[src/rtl/gsim_pkg.sv]
// Shared sizing and FSM encoding for the Gauss-Seidel solver feeder.
package gsim_pkg;
  localparam int VEC_LEN    = 16;
  localparam int FIFO_DEPTH = 32;
  localparam int B_W        = 16;
  localparam int X_W        = 32;

  localparam logic [1:0] ST_IDLE  = 2'd0;
  localparam logic [1:0] ST_ISSUE = 2'd1;
  localparam logic [1:0] ST_WAIT  = 2'd2;
endpackage

[src/rtl/gsim_fifo.sv]
// Synchronous FIFO with occupancy count; push when full / pop when empty are dropped.
module gsim_fifo
  import gsim_pkg::*;
#(
  parameter int W     = B_W,
  parameter int DEPTH = FIFO_DEPTH,
  localparam int AW   = (DEPTH > 1) ? $clog2(DEPTH) : 1,
  localparam int CW   = $clog2(DEPTH + 1)
) (
  input  logic          clk,
  input  logic          reset,
  input  logic          push,
  input  logic [W-1:0]  push_data,
  input  logic          pop,
  output logic [W-1:0]  head,
  output logic [CW-1:0] count,
  output logic          full
);
  logic [W-1:0]  mem [DEPTH];
  logic [AW-1:0] wr_ptr, rd_ptr;
  logic          do_push, do_pop;

  assign full    = (count == CW'(DEPTH));
  assign do_push = push && !full;
  assign do_pop  = pop && (count != '0);
  assign head    = mem[rd_ptr];

  // Explicit wrap so non-power-of-two depths stay correct.
  function automatic logic [AW-1:0] nxt(input logic [AW-1:0] p);
    return (p == AW'(DEPTH - 1)) ? '0 : p + AW'(1);
  endfunction

  always_ff @(posedge clk) begin
    if (do_push) mem[wr_ptr] <= push_data;
  end

  always_ff @(posedge clk or posedge reset) begin
    if (reset) begin
      wr_ptr <= '0;
      rd_ptr <= '0;
      count  <= '0;
    end else begin
      if (do_push) wr_ptr <= nxt(wr_ptr);
      if (do_pop)  rd_ptr <= nxt(rd_ptr);
      case ({do_push, do_pop})
        2'b10:   count <= count + CW'(1);
        2'b01:   count <= count - CW'(1);
        default: count <= count;
      endcase
    end
  end
endmodule

[src/rtl/gsim_feeder.sv]
// Buffers host b vectors and streams one VEC_LEN job at a time into the solver.
module gsim_feeder
  import gsim_pkg::*;
#(
  parameter int VEC_LEN    = gsim_pkg::VEC_LEN,
  parameter int FIFO_DEPTH = gsim_pkg::FIFO_DEPTH
) (
  input  logic           clk,
  input  logic           reset,
  input  logic           in_valid,
  input  logic [B_W-1:0] in_data,
  output logic           in_ready,
  output logic           gs_in_en,
  output logic [B_W-1:0] gs_b_in,
  input  logic           gs_out_valid,
  output logic           busy,
  output logic [1:0]     vec_cnt
);
  localparam int CW  = $clog2(FIFO_DEPTH + 1);
  localparam int NW  = $clog2(VEC_LEN + 1);

  logic [1:0]     state;
  logic [NW-1:0]  issue_cnt;
  logic [NW-1:0]  outcnt;
  logic [CW-1:0]  count;
  logic           full;
  logic [B_W-1:0] head;

  // Ready depends only on registered occupancy, never on a same-cycle pop.
  assign in_ready = !full;
  assign gs_in_en = (state == ST_ISSUE);
  assign gs_b_in  = gs_in_en ? head : '0;
  assign busy     = (state != ST_IDLE);
  assign vec_cnt  = 2'(count / CW'(VEC_LEN));

  gsim_fifo #(.W(B_W), .DEPTH(FIFO_DEPTH)) u_fifo (
    .clk       (clk),
    .reset     (reset),
    .push      (in_valid && in_ready),
    .push_data (in_data),
    .pop       (gs_in_en),
    .head      (head),
    .count     (count),
    .full      (full)
  );

  always_ff @(posedge clk or posedge reset) begin
    if (reset) begin
      state     <= ST_IDLE;
      issue_cnt <= '0;
      outcnt    <= '0;
    end else begin
      case (state)
        ST_IDLE: begin
          issue_cnt <= '0;
          if (count >= CW'(VEC_LEN)) state <= ST_ISSUE;
        end
        ST_ISSUE: begin
          issue_cnt <= issue_cnt + NW'(1);
          if (issue_cnt == NW'(VEC_LEN - 1)) begin
            state  <= ST_WAIT;
            outcnt <= '0;
          end
        end
        ST_WAIT: begin
          // Leaving WAIT only via IDLE keeps a cycle between the last result and the next job.
          if (gs_out_valid) begin
            outcnt <= outcnt + NW'(1);
            if (outcnt == NW'(VEC_LEN - 1)) state <= ST_IDLE;
          end
        end
        default: state <= ST_IDLE;
      endcase
    end
  end
endmodule

[config.mk]
export PLATFORM = sky130hd
export DESIGN_NAME = gsim_feeder
export DESIGN_NICKNAME = d
export VERILOG_FILES = /design/src/rtl/gsim_pkg.sv /design/src/rtl/gsim_fifo.sv /design/src/rtl/gsim_feeder.sv
export SDC_FILE = /design/constraint.sdc
export NUM_CORES = 1
export LEC_CHECK = 0
export CAP_MARGIN = 20
export CORE_MARGIN = 3
export CORE_UTILIZATION = 40
export CTS_BUF_LIST = sky130_fd_sc_hd__clkbuf_8
export DETAILED_ROUTE_END_ITERATION = 12
export SYNTH_ARGS = -nofsm -noshare
export SYNTH_HDL_FRONTEND = slang
export SYNTH_SLANG_ARGS = --single-unit
[constraint.sdc]
create_clock -name clk -period 3.4 [get_ports clk]
set_input_delay 0.51 -clock clk [delete_from_list [all_inputs] [get_ports clk]]
set_output_delay 0.51 -clock clk [all_outputs]
set_load 0.005 [all_outputs]
==> run_results.csv <==
group,metric,value,unit
run_status,status,"complete, but fails checks",
run_status,violations,"negative setup slack",
timing,holdWs,0.205,ns
clock_tree,tritoncts,"done",
timing,finalCritPeriodShare,101,%
place,gp_congestion,0.767,
setup_path,critPathKind,"register to primary output",
worst_hold_path,min_path_type,"primary input to asynchronous set/reset pin",
logic_synthesis,syn_inst,1026,
route,drc,0,
flow_run,cap_violations,0,
logic_synthesis,avgSynthCellArea,20.8,µm²
logic_synthesis,synth_cell_types,45,
logic_synthesis,synth-edff-count,512,
logic_synthesis,synth_seq_cells,540,
place,place_inst,1789,
clock_tree,clk_pin_slew,0.06,ns
place,place_ws,0.246,ns
power_and_ir_drop,seq_power_share,36.5,%
logic_synthesis,syn_nets,1060,
clock_tree,hold_buffers,0,
route,vias_per_cell,5.45,
global_routing,gr-total-overflow,0,
timing,finalMaxSlewViolations,0,
cells_and_area,antennaDiodeCount,0,
logic_synthesis,yosysSeqAreaShare,75.3,%
setup_path,worstPathArrival,2.92,ns
global_routing,grt_pass1_vias,11365,
timing,fin_skew,0.0234,ns
setup_path,crit_fanout,6,
cells_and_area,instances_no_fill,1993,
timing,fmax,0.292,GHz
clock_tree,cts_inserted_buffers,88,
global_routing,grt_pass1_wl,75.6,mm
route,dr.pass1.iters,5,
place,io_buffers,40,
power_and_ir_drop,p_int,14.9,mW
global_routing,antenna_found_initial,0,
clock_tree,htree_num_levels,3,
power_and_ir_drop,sw_frac_of_total,32.3,%
timing,worst_slack,-0.0271,ns
timing,rsz0062_at_grt,"yes",
setup_path,startpoint_type,"register",
route,wirelength,50.6,mm
cells_and_area,syn2layout_area_growth,21.7,%
die,die_w,237,µm
die,row_count,84,
global_routing,grt_max_degree,33,
global_routing,grtUsageTotal,18.3,%
route,drt_iter0_markers,927,
logic_synthesis,synth_warnings,0,
timing,period_needed,3.43,ns
die,coreArea,52700,µm²
timing,worst_pin_slew,0.569,ns
timing,hold_viol,0,
cells_and_area,drive_gt1_share,39.0,%
route,avgRoutedWirePerCell,25.4,µm
place,hpwl,27.9,mm
die,die_area,56200,µm²
route,vias,10860,
cells_and_area,final_util,49.3,%
power_and_ir_drop,peakVddDrop,0.416,mV
timing,setup_violations,2,
die,pin_count,41,
timing,maxSlewHeadroom,62.1,%
power_and_ir_drop,p_per_area,849,nW/µm²
place,dpl_cell_area,23200,µm²
power_and_ir_drop,p_comb_share,39.5,%
clock_tree,clock_path_buffers,3,
clock_tree,cts-root-buf,"clkbuf_8",
clock_tree,cts.sinks,540,
logic_synthesis,synth_area,21300,µm²
power_and_ir_drop,p_sw,7.12,mW
power_and_ir_drop,p_clk_share,24.0,%
clock_tree,clk_latency,0.66,ns
cells_and_area,fillers,4259,
setup_path,critPathCaptureType,"primary output",
logic_synthesis,synth_flop_cell,"edfxtp_1",
setup_path,worstPathRequired,2.89,ns
die,start_util,40.5,%
cells_and_area,nNetsFinal,1268,
power_and_ir_drop,power.leakage,8.67,nW
logic_synthesis,async_flop_share,5.19,%
cells_and_area,design_area,26000,µm²
die,die_h,237,µm
route,postRouteAntennaNets,0,
[power groups by stage]
stage	logic (mW)	registers (mW)	clock network [mW]
2_1_floorplan	4.24	8.01	0
3_3_place_gp	6.79	8.16	0
3_5_place_dp	6.85	8.18	0
4_1_cts	8.58	8.04	5.43
5_1_grt	9.26	8.08	5.76
6_report	8.72	8.04	5.29
[worst paths after layout]
kind | from | end | slack [ns] | cells after the start
hold reg to reg | issue_cnt[4] | issue_cnt[4] | 0.49 | 2
setup / recovery | u_fifo.rd_ptr[0] | gs_b_in[3] | -0.03 | 9
min in group clk | issue_cnt[4] | issue_cnt[4] | 0.49 | 2
hold / removal | reset | u_fifo.count[5] | 0.21 | 2
setup reg to reg | state[0] | u_fifo.count[4] | 0.50 | 11
max in group asynchronous | reset | u_fifo.rd_ptr[1] | 2.70 | 3
[final cells by class]
| type | count | area (µm²) | area share (%) |
|---|---|---|---|
| Inverter | 10 | 41.3 | 0.159 |
| Timing Repair Buffer | 177 | 1860 | 7.17 |
| Tap cell | 688 | 861 | 3.31 |
| Clock inverter | 69 | 383 | 1.47 |
| Sequential cell | 540 | 16100 | 61.9 |
| Clock buffer | 92 | 1270 | 4.88 |
| Multi-Input combinational cell | 417 | 5470 | 21.1 |
[cell usage after synthesis, types with 6 or more instances]
master	n	area (µm²)
xor2_1	6	52.6
nor2_1	55	206
mux4_2	128	2880
buf_6	6	67.6
ha_1	14	175
a221oi_1	13	114
inv_1	10	37.5
o221ai_1	16	140
o21ai_0	16	80.1
nand2_1	26	97.6
mux2_2	39	439
a31oi_1	6	37.5
nand2b_1	8	50.1
a21oi_1	19	95.1
clkbuf_1	25	93.8
dfrtp_1	28	701
buf_2	18	90.1
edfxtp_1	512	15400
mux2i_1	15	150
[cell usage in the layout (no fill, tap or decap), drive strengths merged, types with 14 or more instances in the layout]
cell type / n
clkbuf: 96
mux2: 39
o221ai: 16
dfrtp: 28
clkdlybuf4s50: 24
clkinv: 37
nand2: 27
inv: 36
edfxtp: 512
nor2: 55
ha: 14
mux4: 128
a221oi: 15
a21oi: 19
mux2i: 15
o21ai: 16
buf: 149
[routing by layer]
| metal | track usage [%] | share of wire, % |
|---|---|---|
| met1 | 24.8 | 42 |
| met2 | 30.1 | 50 |
| met5 | 0 | 0 |
| met4 | 4.29 | 1.7 |
| met3 | 4.24 | 6.0 |
[critical path, stage by stage, from the launching register on]
cell	delay (ns)
dfrtp_4	0.50
buf_12	0.17
buf_12	0.14
buf_16	0.14
buf_6	0.12
mux4_2	0.43
mux2_4	0.30
o221ai_4	0.23
a21oi_2	0.07
buf_2	0.14
[sequential cells by signal, indices dropped and copies added, names as in the netlist]
signal and flops:
issue_cnt 5, outcnt 5, state 2, u_fifo.count 6, u_fifo.mem 512, u_fifo.rd_ptr 5, u_fifo.wr_ptr 5
[stage by stage]
| step | power (mW) | setup TNS [ns] |
|---|---|---|
| after floorplan | 12.3 | 0 |
| after global placement | 15.0 | 0 |
| after detailed placement | 15.0 | 0 |
| after CTS | 22.0 | -0.453 |
| after global routing | 23.1 | -0.764 |
| final | 22.1 | -0.0415 |
[cell families (layout without fill, tap and decap cells)]
| logic type | Yosys count | in the layout | share of synthesized area, % |
|---|---|---|---|
| DFF | 540 | 540 | 75.3 |
| buffers and inverters | 69 | 348 | 1.62 |
| muxes | 182 | 182 | 16.3 |
| adders and majority gates | 14 | 14 | 0.821 |
| and+or+nand+nor | 126 | 126 | 2.77 |
| AOI/OAI and AO/OA | 87 | 87 | 2.89 |
| xor gates and xnor gates | 8 | 8 | 0.328 |
[timing repair]
action | in CTS | in global routing
gates cloned | 9 | 1
endpoints found under the hold margin | 0 | 0
pin swaps | 20 | 12
buffers inserted | 31 | 4
resized for setup | 157 | 29
setup endpoints to repair | 16 | 16
Power figures use the tool's default switching activity.
